**config.mk**
```make
export PLATFORM = sky130hd
export DESIGN_NAME = fpalu_console
export DESIGN_NICKNAME = d
export VERILOG_FILES = /design/src/rtl/fpalu_console.sv
export SDC_FILE = /design/constraint.sdc
export NUM_CORES = 1
export LEC_CHECK = 0
export BUFFER_PORTS_ARGS = -buffer_cell sky130_fd_sc_hd__buf_2
export CAP_MARGIN = 20
export CORE_ASPECT_RATIO = 1.2
export CORE_UTILIZATION = 45
export CTS_CLUSTER_SIZE = 8
export DETAILED_ROUTE_END_ITERATION = 10
export PLACE_DENSITY_LB_ADDON = 0.15
export SLEW_MARGIN = 20
export SYNTH_ARGS = -nofsm -noshare
export SYNTH_HDL_FRONTEND = slang
export SYNTH_SLANG_ARGS = --single-unit
export TNS_END_PERCENT = 100
```
**constraint.sdc**
```tcl
create_clock -name iclock -period 2.32 [get_ports iclock]
set_input_delay 0 -clock iclock [delete_from_list [all_inputs] [get_ports iclock]]
set_output_delay 0 -clock iclock [all_outputs]
set_load 0.02 [all_outputs]
```
**src/rtl/fpalu_console.sv**
```systemverilog
// fpalu_console: board front-end for the FPALU.
// Synchronises and debounces the push-buttons, captures operands from the
// switches, runs a start/ready handshake with a bounded wait, latches the
// result and selects the word shown on the 7-segment decoders.
// Optional build macro: FPALU_CONSOLE_SHIFT_EN (load presses shift the
// operand left by SW_W and insert the switches in the LSBs).
`timescale 1ns/1ps
module fpalu_console #(
  parameter int DATA_W         = 32,
  parameter int SW_W           = 10,
  parameter int CTRL_W         = 5,
  parameter int DEB_CYCLES     = 500000,
  parameter int TIMEOUT_CYCLES = 1024
) (
  input  logic              iclock,
  input  logic              ireset_n,
  input  logic [3:0]        ikey,
  input  logic [SW_W-1:0]   isw,
  input  logic [DATA_W-1:0] ialu_result,
  input  logic              ialu_ready,
  output logic [DATA_W-1:0] oalu_dataa,
  output logic [DATA_W-1:0] oalu_datab,
  output logic [CTRL_W-1:0] oalu_control,
  output logic              oalu_start,
  output logic [DATA_W-1:0] odisplay,
  output logic              obusy,
  output logic              otimeout,
  output logic [1:0]        ostate
);

  localparam int DEB_CW = $clog2(DEB_CYCLES + 1);
  localparam int TO_CW  = $clog2(TIMEOUT_CYCLES + 1);

  localparam logic [1:0] ST_IDLE  = 2'd0;
  localparam logic [1:0] ST_ISSUE = 2'd1;
  localparam logic [1:0] ST_WAIT  = 2'd2;

  logic [3:0]        key_meta_r, key_sync_r, key_deb_r, key_press_r;
  logic [DEB_CW-1:0] deb_cnt_r [4];
  logic [SW_W-1:0]   sw_meta_r, sw_sync_r;
  logic              start_prev_r;
  logic              start_edge_s;
  logic              to_done_s;
  logic [1:0]        state_r, state_nxt_s;
  logic [TO_CW-1:0]  to_cnt_r;
  logic [DATA_W-1:0] dataa_r, datab_r, result_r, display_r;
  logic [CTRL_W-1:0] control_r;
  logic              start_r, busy_r, timeout_r;

  assign start_edge_s = sw_sync_r[SW_W-1] & ~start_prev_r;
  assign to_done_s    = (to_cnt_r == TO_CW'(TIMEOUT_CYCLES - 1));

  // Two-stage synchronisers for keys and switches; keys idle released (high).
  always_ff @(posedge iclock or negedge ireset_n) begin
    if (!ireset_n) begin
      key_meta_r   <= 4'hF;
      key_sync_r   <= 4'hF;
      sw_meta_r    <= {SW_W{1'b0}};
      sw_sync_r    <= {SW_W{1'b0}};
      start_prev_r <= 1'b0;
    end else begin
      key_meta_r   <= ikey;
      key_sync_r   <= key_meta_r;
      sw_meta_r    <= isw;
      sw_sync_r    <= sw_meta_r;
      start_prev_r <= sw_sync_r[SW_W-1];
    end
  end

  // Per-key debounce: accept a new level after DEB_CYCLES differing samples; pulse on press.
  always_ff @(posedge iclock or negedge ireset_n) begin
    if (!ireset_n) begin
      key_deb_r   <= 4'hF;
      key_press_r <= 4'h0;
      for (int i = 0; i < 4; i++) begin
        deb_cnt_r[i] <= {DEB_CW{1'b0}};
      end
    end else begin
      for (int i = 0; i < 4; i++) begin
        if (key_sync_r[i] == key_deb_r[i]) begin
          deb_cnt_r[i]   <= {DEB_CW{1'b0}};
          key_press_r[i] <= 1'b0;
        end else if (deb_cnt_r[i] == DEB_CW'(DEB_CYCLES - 1)) begin
          deb_cnt_r[i]   <= {DEB_CW{1'b0}};
          key_deb_r[i]   <= key_sync_r[i];
          key_press_r[i] <= ~key_sync_r[i];
        end else begin
          deb_cnt_r[i]   <= deb_cnt_r[i] + DEB_CW'(1);
          key_press_r[i] <= 1'b0;
        end
      end
    end
  end

  // Transaction FSM next state; ready takes priority over timeout in WAIT.
  always_comb begin
    state_nxt_s = state_r;
    case (state_r)
      ST_IDLE: begin
        if (start_edge_s) begin
          state_nxt_s = ST_ISSUE;
        end else begin
          state_nxt_s = ST_IDLE;
        end
      end
      ST_ISSUE: state_nxt_s = ST_WAIT;
      ST_WAIT: begin
        if (ialu_ready || to_done_s) begin
          state_nxt_s = ST_IDLE;
        end else begin
          state_nxt_s = ST_WAIT;
        end
      end
      default: state_nxt_s = ST_IDLE;
    endcase
  end

  // FSM state, handshake outputs, timeout counter, op code and result capture.
  always_ff @(posedge iclock or negedge ireset_n) begin
    if (!ireset_n) begin
      state_r   <= ST_IDLE;
      start_r   <= 1'b0;
      busy_r    <= 1'b0;
      timeout_r <= 1'b0;
      to_cnt_r  <= {TO_CW{1'b0}};
      control_r <= {CTRL_W{1'b0}};
      result_r  <= {DATA_W{1'b0}};
    end else begin
      state_r <= state_nxt_s;
      start_r <= (state_nxt_s == ST_ISSUE);
      busy_r  <= (state_nxt_s != ST_IDLE);
      if (state_r == ST_WAIT) begin
        to_cnt_r <= to_cnt_r + TO_CW'(1);
      end else begin
        to_cnt_r <= {TO_CW{1'b0}};
      end
      if ((state_r == ST_IDLE) && start_edge_s) begin
        control_r <= sw_sync_r[CTRL_W-1:0];
        timeout_r <= 1'b0;
      end else if ((state_r == ST_WAIT) && !ialu_ready && to_done_s) begin
        timeout_r <= 1'b1;
      end
      if ((state_r == ST_WAIT) && ialu_ready) begin
        result_r <= ialu_result;
      end
    end
  end

  // Operand capture on debounced load presses, accepted only while idle.
  always_ff @(posedge iclock or negedge ireset_n) begin
    if (!ireset_n) begin
      dataa_r <= {DATA_W{1'b0}};
      datab_r <= {DATA_W{1'b0}};
    end else if (state_r == ST_IDLE) begin
`ifdef FPALU_CONSOLE_SHIFT_EN
      if (key_press_r[0]) dataa_r <= {dataa_r[DATA_W-SW_W-1:0], sw_sync_r};
      if (key_press_r[1]) datab_r <= {datab_r[DATA_W-SW_W-1:0], sw_sync_r};
`else
      if (key_press_r[0]) dataa_r <= {sw_sync_r, {(DATA_W-SW_W){1'b0}}};
      if (key_press_r[1]) datab_r <= {sw_sync_r, {(DATA_W-SW_W){1'b0}}};
`endif
    end
  end

  // Display select: held KEY2 shows A (wins over KEY3), held KEY3 shows B, else result.
  always_ff @(posedge iclock or negedge ireset_n) begin
    if (!ireset_n) begin
      display_r <= {DATA_W{1'b0}};
    end else if (!key_deb_r[2]) begin
      display_r <= dataa_r;
    end else if (!key_deb_r[3]) begin
      display_r <= datab_r;
    end else begin
      display_r <= result_r;
    end
  end

  assign oalu_dataa   = dataa_r;
  assign oalu_datab   = datab_r;
  assign oalu_control = control_r;
  assign oalu_start   = start_r;
  assign odisplay     = display_r;
  assign obusy        = busy_r;
  assign otimeout     = timeout_r;
  assign ostate       = state_r;

endmodule

```
==> run metrics, run 1 <==
post-synth top area cell sky130_fd_sc_hd__dfrtp_1; first-pass GRT wire length 30400 um; worst relative slew slack 0.576; TritonCTS clock tree done; minimum clock period after layout 2160 ps; worst setup path class flip-flop to flip-flop; H-tree levels 1; post-CTS sizing 0; Clock Root Buffer sky130_fd_sc_hd__clkbuf_16; launch point of the worst reg-to-reg path deb_cnt_r[33]; Iter 0 DRT Violations around 340; Via Count 6107; Leak Pwr between 5 and 6 nW; floorplan core area a little under 20000 um2; post-layout net count ~1000; clock tree buffer depth 3; synth top area cells sky130_fd_sc_hd__dfrtp_1 (56%), sky130_fd_sc_hd__mux2_2 (7.6%), sky130_fd_sc_hd__xnor2_1 (3.8%); result of the run finished clean; Top-Level Pins around 160; Initial Util 0.461; cell area after layout between 10000 and 15000 um2; Die Outline Area roughly 21000 um2; fraction of the cycle the final worst path needs 0.929; number of buffers inserted for hold repair after clock tree synthesis 48; number of synthesized flops with an enable pin 0; Worst Clk Skew 9.78 ps; FFs w/ async S/R, synth 1.00; warnings from Yosys 0; die width around 130 um; crit-path cells or4b_1 > or4_4 > o21ai_4 > nor2_1; Chip Height about 160 um; flops & latches, synth approximately 220; placer congestion estimate 0.840; Data required, critical path 2710 ps; routed length on met3 around 770 um; initial antenna violation count 0; ANT nets after route 0; via count of the first global-routing pass 6064; met2 wire len about 8900 um; Mapped Avg Cell Area 11.9 um2; sort of element at the start of the critical path flip-flop; number of library cell types mapped by synthesis between 40 and 50; insertion delay to the later sink of the worst-skew pair roughly 520 ps; Syn Inst Count about 770; post-CTS clock slew at the launch and capture registers of the worst setup and hold paths around 50 ps; cell family with the largest share of critical-path delay simple AND/OR/NAND/NOR gates; number of remaining DRC errors 0; synthesized cell area just over 9000 um2; Hold/Removal Path Class primary input to asynchronous set/reset pin; synthesis-to-finish area growth 23.3%; number of hold violations in the final report 0; site row count 56; Max Fclk 464 MHz; worst setup margin between 150 and 200 ps; total of max-cap violations 0; fraction of layout cells with a size suffix above 1 0.255; Max rail drop VDD ~530 uV; GR Util All Layers 0.180; Bufs and invs on worst path 0; Worst Tran Pin Value ~640 ps; cell with the biggest individual delay on the critical path sky130_fd_sc_hd__or4b_1; overflow left after global routing 0; met1 WL 8450 um; clock buffer count from CTS 30; setup repair after global routing missed its margin false; worst-case setup slack after placement 155 ps; most instantiated library cell after synthesis sky130_fd_sc_hd__dfrtp_1; number of setup violations in the final report 0; I/O Buffers between 100 and 150; number of buffers inserted to repair setup after CTS 0; top layer in use met4; critical path endpoint category flip-flop; instance area at placement roughly 9800 um2; most used flip-flop cell after synthesis sky130_fd_sc_hd__dfrtp_1; average wire length per cell after detail routing roughly 15 um; final total negative setup slack 0 ps; top cell types by occurrence after synthesis sky130_fd_sc_hd__dfrtp_1 (204), sky130_fd_sc_hd__nor2_1 (88), sky130_fd_sc_hd__mux2_2 (61), sky130_fd_sc_hd__buf_4 (45), sky130_fd_sc_hd__xnor2_1 (39); arrival time of data at the critical path endpoint about 2500 ps; top cell type's share of synthesized area 0.562; largest driver fanout on the critical path 19; max incr delay on CP between 500 and 600 ps; number of filler cells placed in the layout about 1700; Inserted Diodes 0; DPL Wire Length 12400 um; Seq/Total Area, Yosys 0.597; DRT Pass-1 Iters 4; number of sinks on the clock net approximately 220; pin count of the biggest net entering global routing between 70 and 80; source of the critical timing path deb_cnt_r[33]; sum of routed wire length over all layers 18400 um; number of pins with negative max-slew slack in the final report 0; Cell Pwr Density roughly 800 nW/um2; detailed-route vias per instance 4.96
## layer usage
layer  vias up  track usage
met5         -            0
met4         0       0.0543
met3        25       0.0301
met2       143        0.299
met1      2992        0.244
li1       2947            -
## metrics by stage
step                      instances  hold slack (ps)  total power [mW]  utilization
final                          1231             60.9              8.97        0.568
after global routing           1231             99.3              9.38        0.568
after CTS                      1231             82.5              9.11        0.568
after detailed placement       1129             67.4              5.02        0.500
after global placement         1129             56.9              4.97        0.500
after floorplan                 809             -296              4.79            -
## cells in the final DEF (no fill, tap or decap), drive strengths merged, types with 27 or more instances in the layout
cell and count:
dlygate4sd3 48, conb 44, nor2 88, dfrtp 204, a21oi 30, nand3 27
buf 126, mux2 61, nand2 31, xnor2 39, clkbuf 55
## worst reg2reg max path, delay by kind of cell, from the launching register on
| kind | cells | cell delay (ps) |
|---|---|---|
| AND/OR/NAND/NOR | 3 | 1180 |
| AO/OA/AOI/OAI | 1 | 420 |
| flip-flops | 1 | 420 |
## final cells by class
type                            instances  area [um2]  area share
Clock buffer                           54         862      0.0770
Inverter                               13        48.8     0.00436
Multi-Input combinational cell        512        3350       0.300
Sequential cell                       216        5420       0.484
Tap cell                              261         327      0.0292
Timing Repair Buffer                  175        1180       0.105
## worst paths after layout
kind                            endpoint  slack [ps]  cells past startpoint
min in group iclock        key_meta_r[2]         120                      2
max in group asynchronous  key_sync_r[0]        1360                      3
setup reg to reg           deb_cnt_r[30]         160                      4
hold reg to reg             sw_sync_r[9]         350                      0
setup / recovery           deb_cnt_r[30]         160                      4
hold / removal             deb_cnt_r[29]          60                      2
## cell families after synthesis
family	share of synthesized area
AO/OA/AOI/OAI	0.0354
XOR/XNOR	0.0589
adder cells (fa/ha/maj)	0.00689
buffers and inverters	0.0524
flip-flops	0.597
multiplexers	0.0867
other	0.000413
AND/OR/NAND/NOR	0.162
## registers in the layout, summed over array words and instances (netlist names)
signal        count
odisplay         32
ostate            2
otimeout          1
oalu_datab       10
oalu_dataa       10
start_prev_r      1
oalu_start        1
key_deb_r         4
oalu_control      5
obusy             1
key_meta_r        4
key_press_r       2
deb_cnt_r        76
to_cnt_r         11
key_sync_r        4
result_r         32
sw_sync_r        10
sw_meta_r        10
## where the power goes
part | total (mW) | switching (mW) | leakage, nW | internal (mW)
combinational | 0.729 | 0.367 | 1.91 | 0.362
sequential | 4.29 | 0.178 | 2.83 | 4.11
clock | 3.95 | 1.49 | 0.409 | 2.46
(Power assumes the default switching activity.)
==> inputs of run 2 (changes only) <==
--- a/config.mk
+++ b/config.mk
@@ -7,11 +7,13 @@
 export LEC_CHECK = 0
 export BUFFER_PORTS_ARGS = -buffer_cell sky130_fd_sc_hd__buf_2
 export CAP_MARGIN = 20
+export CELL_PAD_IN_SITES_DETAIL_PLACEMENT = 0
+export CELL_PAD_IN_SITES_GLOBAL_PLACEMENT = 1
 export CORE_ASPECT_RATIO = 1.2
 export CORE_UTILIZATION = 45
 export CTS_CLUSTER_SIZE = 8
 export DETAILED_ROUTE_END_ITERATION = 10
-export PLACE_DENSITY_LB_ADDON = 0.15
+export PLACE_DENSITY = 0.84
 export SLEW_MARGIN = 20
 export SYNTH_ARGS = -nofsm -noshare
 export SYNTH_HDL_FRONTEND = slang
==> run 2 against run 1 <==
Against the previous run:
- sequential power barely moved
- global-route usage decreased by 0.17 points
- hold slack better by 9.5 ps
- critical path type unchanged
- highest routed layer unchanged
==> run metrics, run 2 (synthesized netlist as in run 1, its figures left out) <==
placer congestion estimate 0.816; Clock Root Buffer sky130_fd_sc_hd__clkbuf_16; number of buffers inserted to repair setup after CTS 0; number of hold violations in the final report 0; GR Util All Layers 0.179; number of pins with negative max-slew slack in the final report 0; first-pass GRT wire length roughly 30000 um; I/O Buffers between 100 and 150; Inserted Diodes 0; cell area after layout approximately 11000 um2; final total negative setup slack 0 ps; Leak Pwr roughly 5.2 nW; average wire length per cell after detail routing roughly 15 um; Chip Height around 160 um; Total Power Consumption 9.02 mW; post-CTS clock slew at the launch and capture registers of the worst setup and hold paths roughly 60 ps; number of setup violations in the final report 0; largest register by flop count deb_cnt_r; placed instance count between 1000 and 1500; ANT nets after route 0; Data required, critical path 2770 ps; met1 capacity usage during global routing 0.237; Cell Pwr Density between 800 and 900 nW/um2; Die Outline Area a little over 20000 um2; critical path endpoint category flip-flop; sum of routed wire length over all layers 18000 um; worst setup margin around 280 ps; worst relative slew slack 0.651; Max rail drop VDD 480 uV; synthesis-to-finish area growth 23.9%; via count of the first global-routing pass about 6200; clock tree buffer depth 3; number of flip-flops under the largest register name 76; Hold/Removal Path Class primary input to asynchronous set/reset pin; largest driver fanout on the critical path 7; site row count 56; Initial Util 0.461; H-tree levels 1; sort of element at the start of the critical path flip-flop; insertion delay to the later sink of the worst-skew pair around 530 ps; worst setup path class flip-flop to flip-flop; post-layout net count between 1000 and 1500; leading cell types in the layout, fill and taps excluded sky130_fd_sc_hd__dfrtp_1 (204), sky130_fd_sc_hd__buf_2 (109), sky130_fd_sc_hd__nor2_1 (88); fraction of the cycle the final worst path needs 0.881; die width about 130 um; minimum clock period after layout about 2000 ps; instance area at placement 9870 um2; clock buffer count from CTS 30; Max Fclk 489 MHz; number of remaining DRC errors 0; total of max-cap violations 0; fraction of layout cells with a size suffix above 1 0.255; leading cell type in the layout, fill and taps excluded sky130_fd_sc_hd__dfrtp_1; result of the run finished clean; Via Count approximately 6000; Top-Level Pins roughly 160; Iter 0 DRT Violations between 200 and 300; DRT Pass-1 Iters 4; pin count of the biggest net entering global routing 76; overflow left after global routing 0; setup repair after global routing missed its margin false; number of filler cells placed in the layout about 1600; arrival time of data at the critical path endpoint about 2500 ps; TritonCTS clock tree done; Worst Tran Pin Value 519 ps; global routing met3 resource utilization 0.0282; Worst Clk Skew around 15 ps; number of sinks on the clock net 216; detailed-route vias per instance about 5; floorplan core area ~20000 um2; DPL Wire Length about 12000 um; initial antenna violation count 1; final cell count without fillers 1234; worst-case setup slack after placement 297 ps; global route hottest layer met2; global-route track usage on met2 0.306
[run 2: path summary, 6_finish.rpt]
path | start | endpoint | slack [ps] | cells past startpoint
setup / recovery | deb_cnt_r[6] | deb_cnt_r[17] | 280 | 4
hold / removal | ireset_n | result_r[15] | 70 | 3
setup reg to reg | deb_cnt_r[6] | deb_cnt_r[17] | 280 | 4
min in group iclock | ikey[0] | key_meta_r[0] | 120 | 2
max in group asynchronous | ireset_n | key_sync_r[3] | 1780 | 3
hold reg to reg | sw_meta_r[2] | sw_sync_r[2] | 340 | 0
[run 2: area by class of cell]
class	count	area [um2]	area share
Inverter	13	48.8	0.00434
Sequential cell	216	5420	0.482
Multi-Input combinational cell	512	3350	0.298
Tap cell	261	327	0.0290
Clock buffer	56	870	0.0773
Timing Repair Buffer	176	1220	0.109
[run 2: repair_timing]
action                                 4_1_cts  5_1_grt
hold buffers                                49        0
resized for setup                            0        0
endpoints found under the hold margin      253        0
[run 2: per-stage QoR]
stage | hold WS, ps | utilization
2_1_floorplan | -296 | -
3_3_place_gp | -55.0 | 0.501
3_5_place_dp | -54.0 | 0.501
4_1_cts | 58.0 | 0.571
5_1_grt | 71.0 | 0.571
6_report | 70.4 | 0.571
[run 2: layer usage]
layer  wire, um  vias to the layer above
met2       8930                      150
li1           -                     2956
met4        201                        0
met3        907                       19
met5          0                        -
met1       7990                     2990
[run 2: power breakdown]
group          switching, mW  internal (mW)
Combinational          0.369          0.373
Sequential             0.178           4.11
Clock                   1.52           2.48
Total                   2.06           6.96
[run 2: critical path, cell delays in order, from the launching register on]
cell	delay (ps)
sky130_fd_sc_hd__dfrtp_1	440
sky130_fd_sc_hd__nand4_2	200
sky130_fd_sc_hd__or4_1	670
sky130_fd_sc_hd__or4_1	510
sky130_fd_sc_hd__a21oi_1	140
